===== src/rtl/simple_bus.sv =====
// simple_bus: N-host to M-device interconnect, one outstanding transaction.
// BUS_RR_ARB_EN: round-robin arbitration instead of fixed lowest-index priority.
module simple_bus #(
  parameter int NrDevices    = 1,
  parameter int NrHosts      = 1,
  parameter int DataWidth    = 32,
  parameter int AddressWidth = 32
) (
  input  logic                                   clk_i,
  input  logic                                   rst_i,
  input  logic [NrHosts-1:0]                     host_req_i,
  output logic [NrHosts-1:0]                     host_gnt_o,
  input  logic [NrHosts-1:0][AddressWidth-1:0]   host_addr_i,
  input  logic [NrHosts-1:0]                     host_we_i,
  input  logic [NrHosts-1:0][DataWidth/8-1:0]    host_be_i,
  input  logic [NrHosts-1:0][DataWidth-1:0]      host_wdata_i,
  output logic [NrHosts-1:0]                     host_rvalid_o,
  output logic [NrHosts-1:0][DataWidth-1:0]      host_rdata_o,
  output logic [NrHosts-1:0]                     host_err_o,
  output logic [NrDevices-1:0]                   device_req_o,
  output logic [NrDevices-1:0][AddressWidth-1:0] device_addr_o,
  output logic [NrDevices-1:0]                   device_we_o,
  output logic [NrDevices-1:0][DataWidth/8-1:0]  device_be_o,
  output logic [NrDevices-1:0][DataWidth-1:0]    device_wdata_o,
  input  logic [NrDevices-1:0]                   device_rvalid_i,
  input  logic [NrDevices-1:0][DataWidth-1:0]    device_rdata_i,
  input  logic [NrDevices-1:0]                   device_err_i,
  input  logic [NrDevices-1:0][AddressWidth-1:0] cfg_device_addr_base,
  input  logic [NrDevices-1:0][AddressWidth-1:0] cfg_device_addr_mask
);

  localparam int HostIdxW = (NrHosts > 1) ? $clog2(NrHosts) : 1;
  localparam int DevIdxW  = (NrDevices > 1) ? $clog2(NrDevices) : 1;

  typedef struct packed {
    logic                vld;
    logic                unmapped;
    logic [HostIdxW-1:0] host;
    logic [DevIdxW-1:0]  dev;
  } rsp_sel_t;

  logic                    w_host_found;
  logic [HostIdxW-1:0]     w_host_sel;
  logic                    w_grant;
  logic                    w_dev_hit;
  logic [DevIdxW-1:0]      w_dev_sel;
  logic [AddressWidth-1:0] w_addr;
  rsp_sel_t                r_rsp;

  assign w_host_found = |host_req_i;
  assign w_grant      = w_host_found & ~rst_i;

`ifdef BUS_RR_ARB_EN
  localparam logic [HostIdxW:0]   HostCnt  = (HostIdxW+1)'(NrHosts);
  localparam logic [HostIdxW-1:0] HostLast = HostIdxW'(NrHosts-1);

  logic [HostIdxW-1:0]    r_rr_ptr;
  logic [2*NrHosts-1:0]   w_req_dbl;
  logic [HostIdxW-1:0]    w_rot_off;
  logic [HostIdxW:0]      w_rot_sum;

  // Rotate requests so the pointer sits at bit 0, then find the first one.
  always_comb begin
    w_req_dbl = {host_req_i, host_req_i} >> r_rr_ptr;
    w_rot_off = '0;
    for (int i = NrHosts-1; i >= 0; i--) begin
      if (w_req_dbl[i]) w_rot_off = HostIdxW'(i);
    end
    w_rot_sum = {1'b0, r_rr_ptr} + {1'b0, w_rot_off};
    if (w_rot_sum >= HostCnt) w_rot_sum = w_rot_sum - HostCnt;
    w_host_sel = w_rot_sum[HostIdxW-1:0];
  end

  always_ff @(posedge clk_i or posedge rst_i) begin
    if (rst_i) begin
      r_rr_ptr <= '0;
    end else if (w_grant) begin
      r_rr_ptr <= (w_host_sel == HostLast) ? '0 : w_host_sel + 1'b1;
    end
  end
`else
  always_comb begin
    w_host_sel = '0;
    for (int i = NrHosts-1; i >= 0; i--) begin
      if (host_req_i[i]) w_host_sel = HostIdxW'(i);
    end
  end
`endif

  assign w_addr = host_addr_i[w_host_sel];

  always_comb begin
    w_dev_hit = 1'b0;
    w_dev_sel = '0;
    for (int d = NrDevices-1; d >= 0; d--) begin
      if ((w_addr & cfg_device_addr_mask[d]) ==
          (cfg_device_addr_base[d] & cfg_device_addr_mask[d])) begin
        w_dev_hit = 1'b1;
        w_dev_sel = DevIdxW'(d);
      end
    end
  end

  always_comb begin
    host_gnt_o = '0;
    if (w_grant) host_gnt_o[w_host_sel] = 1'b1;
  end

  always_comb begin
    device_req_o = '0;
    for (int d = 0; d < NrDevices; d++) begin
      device_addr_o[d]  = w_addr;
      device_we_o[d]    = host_we_i[w_host_sel];
      device_be_o[d]    = host_be_i[w_host_sel];
      device_wdata_o[d] = host_wdata_i[w_host_sel];
    end
    if (w_grant && w_dev_hit) device_req_o[w_dev_sel] = 1'b1;
  end

  always_ff @(posedge clk_i or posedge rst_i) begin
    if (rst_i) begin
      r_rsp <= '0;
    end else begin
      r_rsp.vld      <= w_grant;
      r_rsp.unmapped <= ~w_dev_hit;
      r_rsp.host     <= w_host_sel;
      r_rsp.dev      <= w_dev_sel;
    end
  end

  // Only the registered host sees a response; everyone else reads zero.
  always_comb begin
    host_rvalid_o = '0;
    host_rdata_o  = '0;
    host_err_o    = '0;
    if (r_rsp.vld) begin
      if (r_rsp.unmapped) begin
        host_rvalid_o[r_rsp.host] = 1'b1;
        host_err_o[r_rsp.host]    = 1'b1;
      end else begin
        host_rvalid_o[r_rsp.host] = device_rvalid_i[r_rsp.dev];
        host_rdata_o[r_rsp.host]  = device_rdata_i[r_rsp.dev];
        host_err_o[r_rsp.host]    = device_err_i[r_rsp.dev];
      end
    end
  end

endmodule


===== config.mk =====
export PLATFORM = sky130hd
export DESIGN_NAME = simple_bus
export DESIGN_NICKNAME = d
export VERILOG_FILES = /design/src/rtl/simple_bus.sv
export SDC_FILE = /design/constraint.sdc
export NUM_CORES = 1
export LEC_CHECK = 0
export ABC_AREA = 1
export CAP_MARGIN = 20
export CORE_AREA = 2 2 106 108
export DETAILED_ROUTE_END_ITERATION = 8
export DIE_AREA = 0 0 108 110
export HOLD_SLACK_MARGIN = 0.02
export PLACE_DENSITY_LB_ADDON = 0.3
export SLEW_MARGIN = 5
export SYNTH_ARGS = -nofsm -noshare
export SYNTH_HDL_FRONTEND = slang
export SYNTH_SLANG_ARGS = --single-unit

===== constraint.sdc =====
create_clock -name clk_i -period 1.27 [get_ports clk_i]
set_input_delay 0.127 -clock clk_i [delete_from_list [all_inputs] [get_ports clk_i]]
set_output_delay 0.127 -clock clk_i [all_outputs]
set_load 0.02 [all_outputs]

### Word-level counts from Yosys, hierarchy flattened

Index checks and enable logic that the tools add are counted.

* equal/unequal tests: 1
* multiplexer cells: 9
* bitwise logic cells: 5
* reduce and logical (&&, ||, !) cells: 1

Operator list (number)
* $and A32 B32 Y32: 2
* $mux W32: 2
* $eq A32 B32 Y1: 1
* $mux W1: 7
* $not A1 Y1: 2
* $and A1 B1 Y1: 1
* $logic_and A1 B1 Y1: 1

* register bits after elaboration: 2
* output and inout port bits: 105
* word-level logic and storage cells: 18

### Logic depth before layout (Yosys ltp)

Gate-level depths: netlist of run 1.

* word-level depth: 5
* gate-level depth with buffers: 9
* mapped depth without buffers: 9

### Least setup slack after synthesis of run 1

No wires, ideal clock.

* path type: register to output
* start point: register r_rsp[2] in the netlist's numbering
* end point: output host_rdata_o[0] in the netlist's numbering
* arrival time: 1.154 ns
* required time: 1.143 ns
* slack: -0.011 ns
* stages on the path, launching flop included: 5
* buffers on the path: 2
* cell sequence: dfrtp_1 > or2_1 > clkbuf_1 > buf_2 > nor2_1

RTL lines
* start, declared: RTL line 48 `rsp_sel_t r_rsp;`
* end, declared: RTL line 18 `output logic [NrHosts-1:0][DataWidth-1:0] host_rdata_o,`

==> results of run 1 <==
## cells by family after synthesis
logic type / count (synthesis) / synth area share
AND/OR/NAND/NOR: 168 / 0.420
flip-flops: 2 / 0.0307
buffers and inverters: 168 / 0.549
## routing by layer
| layer | up-vias | GRT usage | wire (µm) |
|---|---|---|---|
| li1 | 1174 | - | - |
| met1 | 984 | 0.0761 | 2110 |
| met2 | 147 | 0.208 | 3940 |
| met3 | 6 | 0.0476 | 1030 |
| met4 | 0 | 0.0201 | 68 |
| met5 | - | 0 | 0 |
## timing repair
action / CTS / global route
cloned: 0 / 2
gates resized for setup: 247 / 154
pin swaps: 16 / 64
setup buffers: 3 / 0
setup endpoints to repair: 68 / 36
## stage by stage
step / hold slack, ps / util / area [µm²] / setup TNS [ps]
after global placement: 254 / 0.313 / 3350 / -17450
after detailed placement: 254 / 0.313 / 3350 / -17600
after floorplan: -124 / - / 1630 / -343
final: 183 / 0.323 / 3460 / -3210
after CTS: 185 / 0.307 / 3290 / -4820
after global routing: 195 / 0.323 / 3460 / -5220
## worst max-delay path by stage
stage / start / endpoint / slack, ps / cells past startpoint
2_1_floorplan: r_rsp[2] / host_rdata_o[0] / -10 / 4
3_3_place_gp: host_addr_i[7] / device_req_o / -830 / 10
3_5_place_dp: host_addr_i[23] / device_req_o / -860 / 10
4_1_cts: cfg_device_addr_base[10] / device_req_o / -240 / 10
5_1_grt: r_rsp[3] / host_rdata_o[15] / -180 / 5
6_report: r_rsp[3] / host_rdata_o[20] / -140 / 5
## layout by cell type, fill, tap and decap left out, drive strengths merged
cell,n
or2,2
inv,95
dlymetal6s2s,36
nand3,31
clkdlybuf4s50,65
dfrtp,2
nor2,47
nand2,88
clkbuf,32
buf,47
clkdlybuf4s15,28
dlygate4sd2,9
## critical path, cell delays in order, from the launching register on
cell and delay (ps):
dfrtp_1 320, inv_2 40, or2_4 270, clkbuf_16 180
nor2_2 130, buf_6 140
## power breakdown
part           internal [W]  leakage, nW  switching (W)   total, W
sequential        0.0000659       0.0216    0.000000630  0.0000665
clock              0.000200       0.0216      0.0000476   0.000248
combinational      0.000450         2.20       0.000325   0.000776
total              0.000717         2.24       0.000374    0.00109
## layout make-up
cell class,count,area (µm²)
Fill cell,1195,7240
Timing Repair Buffer,214,2040
Multi-Input combinational cell,168,792
Inverter,95,357
Tap cell,140,175
Sequential cell,2,50.0
Clock buffer,3,41.3
==> flow_metrics.env, run 1 <==
export IMPL_tightest_slew_ps=235
export IMPL_outcome="complete, but fails checks"
export IMPL_netlist_top_cells_area="buf_4 (32%), inv_1 (22%), nand2_1 (20%)"
export IMPL_p_total_w=0.00109
export IMPL_finalNetCount=654
export IMPL_clockRootBuffer="clkbuf_8"
export IMPL_synth_flop_cell="dfrtp_1"
export IMPL_dp_final_hpwl_mm=6.22
export IMPL_cts_hold_buffers=0
export IMPL_wl_per_cell_um=11.5
export IMPL_period_needed_ps=1410
export IMPL_antenna_found_initial=0
export IMPL_power_density_mw_per_mm2=315
export IMPL_overflow=0
export IMPL_finalHoldViolCount=0
export IMPL_synth_top_area_share=0.318
export IMPL_drv_cap=0
export IMPL_synth_edf_count=0
export IMPL_rows=38
export IMPL_arrival_ps=1280
export IMPL_timing_fmax_mhz=709
export IMPL_cts_buffers=3
export IMPL_gp_congestion=0.758
export IMPL_core_area_mm2=0.0107
export IMPL_finalNonFillerCells=622
export IMPL_synthDistinctLibCells=12
export IMPL_cts_tree="done"
export IMPL_drt_iter0_drc=29
export IMPL_grt_pass1_wl_mm=9.11
export IMPL_start_kind="flop"
export IMPL_ys_seq_elements=2
export IMPL_via_count=2311
export IMPL_crit_fanout=8
export IMPL_avgViaCountPerCell=3.72
export IMPL_leakage_nw=2.24
export IMPL_hp_class="in2async"
export IMPL_layout_worst_path_cycle_share=1.11
export IMPL_synth_largest_area_cell="buf_4"
export IMPL_yosys_warnings=0
export IMPL_timing_final_ws_setup_ps=-141
export IMPL_final_setup_viol_count=33
export IMPL_maxSlewHeadroom=0.843
export IMPL_required_ps=1140
export IMPL_clock_sinks=2
export IMPL_synth_avg_cell_area_um2=4.82
export IMPL_yosysMostFrequentCell="inv_1"
export IMPL_port_buffers=200
export IMPL_violations="setup timing"
export IMPL_clk_path_buf_depth=2
export IMPL_irDropWorstVdd_uv=117
export IMPL_synth_seq_area_share=0.0307
export IMPL_htree_levels=1
export IMPL_remaining_drc_errors=0
export IMPL_dp_cells=614
export IMPL_ant_nets=0
export IMPL_rsz0062_at_grt="true"
export IMPL_async_flop_share=1.00
export IMPL_grt_max_degree=33
export IMPL_worst_setup_path_end_kind="primary output"
export IMPL_netlist_top_cells_count="inv_1 (95), nand2_1 (87), buf_4 (69)"
export IMPL_drt_wl_total_mm=7.14
export IMPL_drive_above_1_share=0.234
export IMPL_path_class="reg2out"
export IMPL_pre_cts_ws_ps=-864
export IMPL_die_h_um=110
export IMPL_synth_nets=508
export IMPL_area_growth_syn_to_layout_pct=113
export IMPL_largest_register="r_rsp"
export IMPL_die_w_um=108
export IMPL_ios=275
export IMPL_initial_core_util=0.152
export IMPL_detail_route_first_pass_iterations=4
export IMPL_grt_pass1_vias=2143
export IMPL_track_usage=0.0969
export IMPL_reg_top3="r_rsp x2"
export IMPL_netlist_area_mm2=0.00163
export IMPL_die_area_mm2=0.0119
export IMPL_drv_slew=0
export IMPL_largest_reg_flops=2
export IMPL_path_clk_slew_ps=30
export IMPL_syn_inst=338
export IMPL_antenna_cells=0
Note: power is estimated with default switching activity, not from simulation.
==> inputs of run 2 (changes only) <==
- CORE_AREA: 2 2 106 108 -> 2 2 108 110
- DIE_AREA: 0 0 108 110 -> 0 0 110 112
- TNS_END_PERCENT: not set -> 30
- clock period: 1.27 -> 1.29 ns (I/O delays scaled with it)
==> flow_metrics.env, run 2 (synthesis results as in run 1) <==
export IMPL_largest_reg_flops=2
export IMPL_layout_commonest_cell="inv_1"
export IMPL_post_route_util=0.305
export IMPL_initial_core_util=0.146
export IMPL_die_w_um=110
export IMPL_path_clk_slew_ps=30
export IMPL_htree_levels=1
export IMPL_layout_worst_path_cycle_share=1.15
export IMPL_power_density_mw_per_mm2=378
export IMPL_drv_cap=0
export IMPL_timing_final_ws_setup_ps=-197
export IMPL_via_count=2304
export IMPL_grt_pass1_wl_mm=9.80
export IMPL_rsz0062_at_grt="true"
export IMPL_area_growth_syn_to_layout_pct=109
export IMPL_placed_cell_area_mm2=0.00337
export IMPL_dp_final_hpwl_mm=6.01
export IMPL_drive_above_1_share=0.306
export IMPL_worst_setup_path_end_kind="primary output"
export IMPL_ant_nets=0
export IMPL_dp_cells=619
export IMPL_detail_route_first_pass_iterations=4
export IMPL_drt_iter0_drc=44
export IMPL_holdWs_ps=171
export IMPL_timing_fmax_mhz=673
export IMPL_final_setup_viol_count=34
export IMPL_finalNetCount=653
export IMPL_path_class="reg2out"
export IMPL_grt_pass1_vias=2178
export IMPL_p_sw_frac=0.307
export IMPL_clock_power_share=0.366
export IMPL_p_int_w=0.000890
export IMPL_grt_max_degree=17
export IMPL_combPwrFrac=0.583
export IMPL_clockRootBuffer="clkbuf_16"
export IMPL_largest_register="r_rsp"
export IMPL_outcome="complete, but fails checks"
export IMPL_clock_sinks=2
export IMPL_rows=39
export IMPL_avgViaCountPerCell=3.69
export IMPL_drt_wl_total_mm=6.93
export IMPL_cts_tree="done"
export IMPL_period_needed_ps=1490
export IMPL_cts_buffers=3
export IMPL_antenna_found_initial=0
export IMPL_fill_cells=1261
export IMPL_power_net_switching_w=0.000395
export IMPL_start_kind="flop"
export IMPL_drv_slew=0
export IMPL_core_area_mm2=0.0112
export IMPL_hp_class="in2async"
export IMPL_remaining_drc_errors=0
export IMPL_violations="setup timing"
export IMPL_clk_path_buf_depth=2
export IMPL_port_buffers=200
export IMPL_postLayoutCellArea_mm2=0.00340
export IMPL_reg_top3="r_rsp x2"
export IMPL_final_cell_mix="inv_1 (93), nand2_1 (86), clkdlybuf4s50_1 (68)"
export IMPL_gp_congestion=0.751
export IMPL_finalNonFillerCells=624
export IMPL_die_area_mm2=0.0123
export IMPL_track_usage=0.0987
export IMPL_crit_fanout=16
export IMPL_maxSlewHeadroom=0.838
export IMPL_finalHoldViolCount=0
export IMPL_leakage_nw=2.17
export IMPL_cts_hold_buffers=0
export IMPL_setup_tns_ps=-5700
export IMPL_wl_per_cell_um=11.1
export IMPL_overflow=0
export IMPL_required_ps=1160
export IMPL_arrival_ps=1360
export IMPL_antenna_cells=0
export IMPL_irDropWorstVdd_uv=373
export IMPL_ios=275
export IMPL_tightest_slew_ps=242
export IMPL_pwr_share_seq=0.052
export IMPL_die_h_um=112
[run 2: changes by cell type in the layout (fill, tap and decap cells not counted), sizes merged]
cell	delta
clkdlybuf4s50	+3
dlygate4sd2	-8
buf	+2
clkbuf	+24
clkdlybuf4s15	-16
dlymetal6s2s	-6
[run 2: what timing repair did]
item | CTS | global route
gates resized for setup | 276 | 183
pin swaps | 29 | 71
endpoints found under the hold margin | 0 | 0
cloned | 1 | 0
buffers inserted | 1 | 0
setup endpoints to repair | 68 | 36
[run 2: critical path, cell delays in order, from the launching register on]
cell and delay, ps:
dfrtp_1 410, or2_4 300, buf_12 170, nor2_1 100, buf_4 150
[run 2: layer usage]
| metal | up-vias | track usage | routed length, µm |
|---|---|---|---|
| met4 | 0 | 0.0160 | 52 |
| li1 | 1170 | - | - |
| met5 | - | 0 | 0 |
| met3 | 5 | 0.0410 | 1120 |
| met1 | 974 | 0.0924 | 2140 |
| met2 | 155 | 0.196 | 3630 |
[run 2: final cells by class]
class                           instances  area [µm²]  share of cell area
Timing Repair Buffer                  213        1930               0.568
Multi-Input combinational cell        168         810               0.238
Inverter                               95         357               0.105
Tap cell                              143         179              0.0526
Clock buffer                            3        75.1              0.0221
Sequential cell                         2        50.0              0.0147
[run 2: final timing paths]
kind                                  start                 end  slack [ps]  cells after the start
worst min-delay path                  rst_i            r_rsp[3]         170                      3
worst max-delay path               r_rsp[2]    host_rdata_o[13]        -200                      4
max in group asynchronous             rst_i            r_rsp[2]        1030                      3
min in group clk_i         host_wdata_i[14]  device_wdata_o[14]         260                      0
[run 2: power groups by stage]
stage	registers, W	clock network (W)	logic (W)
final	0.0000662	0.000470	0.000749
after global routing	0.0000664	0.000487	0.000828
after CTS	0.0000663	0.000480	0.000780
after detailed placement	0.0000667	0	0.000843
after global placement	0.0000669	0	0.000833
after floorplan	0.0000658	0	0.000489
[run 2: per-stage QoR]
step,power (W),worst slack (ps)
floorplan,0.000554,6.57
global route,0.00138,-254
global placement,0.000900,-832
CTS,0.00133,-207
finish,0.00129,-197
detailed placement,0.000910,-829
==> inputs of run 3 (changes only) <==
- CORE_AREA: 2 2 108 110 -> 2 2 106 108
- DIE_AREA: 0 0 110 112 -> 0 0 108 110
- DONT_BUFFER_PORTS: not set -> 1
- SLEW_MARGIN: 5 -> not set
==> flow_metrics.env, run 3 (synthesis results as in run 1) <==
export IMPL_grt_busiest_layer="met2"
export IMPL_avgViaCountPerCell=3.78
export IMPL_dp_final_hpwl_mm=4.82
export IMPL_maxSlewHeadroom=0.691
export IMPL_clock_sinks=2
export IMPL_rows=38
export IMPL_ios=275
export IMPL_grt_max_degree=33
export IMPL_largest_reg_flops=2
export IMPL_initial_core_util=0.152
export IMPL_detail_route_first_pass_iterations=3
export IMPL_track_usage=0.0754
export IMPL_setup_tns_ps=-3210
export IMPL_drive_above_1_share=0.187
export IMPL_met3_usage=0.0370
export IMPL_largest_register="r_rsp"
export IMPL_violations="setup timing"
export IMPL_grt_pass1_wl_mm=6.73
export IMPL_path_class="reg2out"
export IMPL_clockRootBuffer="clkbuf_8"
export IMPL_drt_wl_total_mm=5.30
export IMPL_finalNetCount=477
export IMPL_layout_worst_path_cycle_share=1.10
export IMPL_post_route_util=0.162
export IMPL_rsz0062_at_grt="true"
export IMPL_leakage_nw=1.15
export IMPL_irDropWorstVdd_uv=97.9
export IMPL_use_met2=0.153
export IMPL_core_area_mm2=0.0107
export IMPL_overflow=0
export IMPL_outcome="complete, but fails checks"
export IMPL_worst_setup_path_end_kind="primary output"
export IMPL_hp_class="in2async"
export IMPL_drt_iter0_drc=25
export IMPL_postLayoutCellArea_mm2=0.00173
export IMPL_required_ps=1160
export IMPL_area_growth_syn_to_layout_pct=6.15
export IMPL_cts_tree="done"
export IMPL_antenna_found_initial=0
export IMPL_drv_slew=0
export IMPL_crit_fanout=16
export IMPL_timing_fmax_mhz=707
export IMPL_cts_setup_buffers=0
export IMPL_layout_commonest_cell="inv_1"
export IMPL_drv_cap=0
export IMPL_grt_pass1_vias=1477
export IMPL_placed_cell_area_mm2=0.00154
export IMPL_die_area_mm2=0.0119
export IMPL_start_kind="flop"
export IMPL_tightest_slew_ps=462
export IMPL_htree_levels=1
export IMPL_timing_final_ws_setup_ps=-124
export IMPL_remaining_drc_errors=0
export IMPL_wl_per_cell_um=11.9
export IMPL_gp_congestion=0.738
export IMPL_reg_top3="r_rsp x2"
export IMPL_fill_cells=1276
export IMPL_path_clk_slew_ps=30
export IMPL_ant_nets=0
export IMPL_port_buffers=0
export IMPL_use_met1=0.0606
export IMPL_clk_path_buf_depth=2
export IMPL_final_setup_viol_count=32
export IMPL_final_cell_mix="inv_1 (95), nand2_1 (87), nor2_1 (31), nand3_1 (31), buf_4 (22)"
export IMPL_finalHoldViolCount=0
export IMPL_antenna_cells=0
export IMPL_die_h_um=110
export IMPL_via_count=1680
export IMPL_period_needed_ps=1410
export IMPL_die_w_um=108
export IMPL_arrival_ps=1290
export IMPL_power_density_mw_per_mm2=310
export IMPL_cts_buffers=3
export IMPL_finalNonFillerCells=445
export IMPL_dp_cells=440
## run 3: repair_timing
action,in CTS,in global routing
cloned,0,1
setup endpoints to repair,32,32
gates resized for setup,0,32
pin swaps,0,0
endpoints found under the hold margin,2,0
hold buffers,1,0
## run 3: cell type report
cell class	instances	area [µm²]	area share
repair buffers	37	355	0.206
clock buffers	3	41.3	0.0239
multi-input cells	168	749	0.434
well taps	140	175	0.101
flip-flops and latches	2	50.0	0.0290
inverters	95	357	0.206
## run 3: worst max path at each step
stage                              start                to  slack (ps)  cells past startpoint
after global placement    host_addr_i[7]      device_req_o         110                      8
after global routing            r_rsp[2]  host_rdata_o[25]        -170                      4
after floorplan                 r_rsp[2]   host_rdata_o[0]           7                      4
after detailed placement  host_addr_i[7]      device_req_o         100                      8
after CTS                       r_rsp[2]   host_rdata_o[8]        -120                      4
final                           r_rsp[2]  host_rdata_o[12]        -120                      4
## run 3: power by group
| part | switching (W) | total [W] | internal (W) |
|---|---|---|---|
| Combinational | 0.000130 | 0.000222 | 0.0000925 |
| Sequential | 0.000000362 | 0.0000652 | 0.0000649 |
| Clock | 0.0000502 | 0.000248 | 0.000197 |
| Total | 0.000180 | 0.000535 | 0.000355 |
## run 3: through the flow
stage | power, W | hold WS (ps) | setup slack (ps)
floorplan | 0.000554 | -122 | 6.57
global placement | 0.000282 | -111 | 105
detailed placement | 0.000285 | -111 | 96.9
CTS | 0.000544 | 211 | -122
global route | 0.000592 | 239 | -170
finish | 0.000535 | 212 | -124
## run 3: critical path, cell delays in order, from the launching register on
cell and delay, ps:
dfrtp_1 360, or2_4 280, clkbuf_16 180, nor2_1 100
buf_4 150
## run 3: per-layer routing
layer / vias to the layer above / part of all wire / wire length [µm]
met4: 0 / 0.029 / 155
met2: 147 / 0.53 / 2800
met5: - / 0 / 0
met3: 10 / 0.15 / 773
met1: 712 / 0.30 / 1580
li1: 811 / - / -
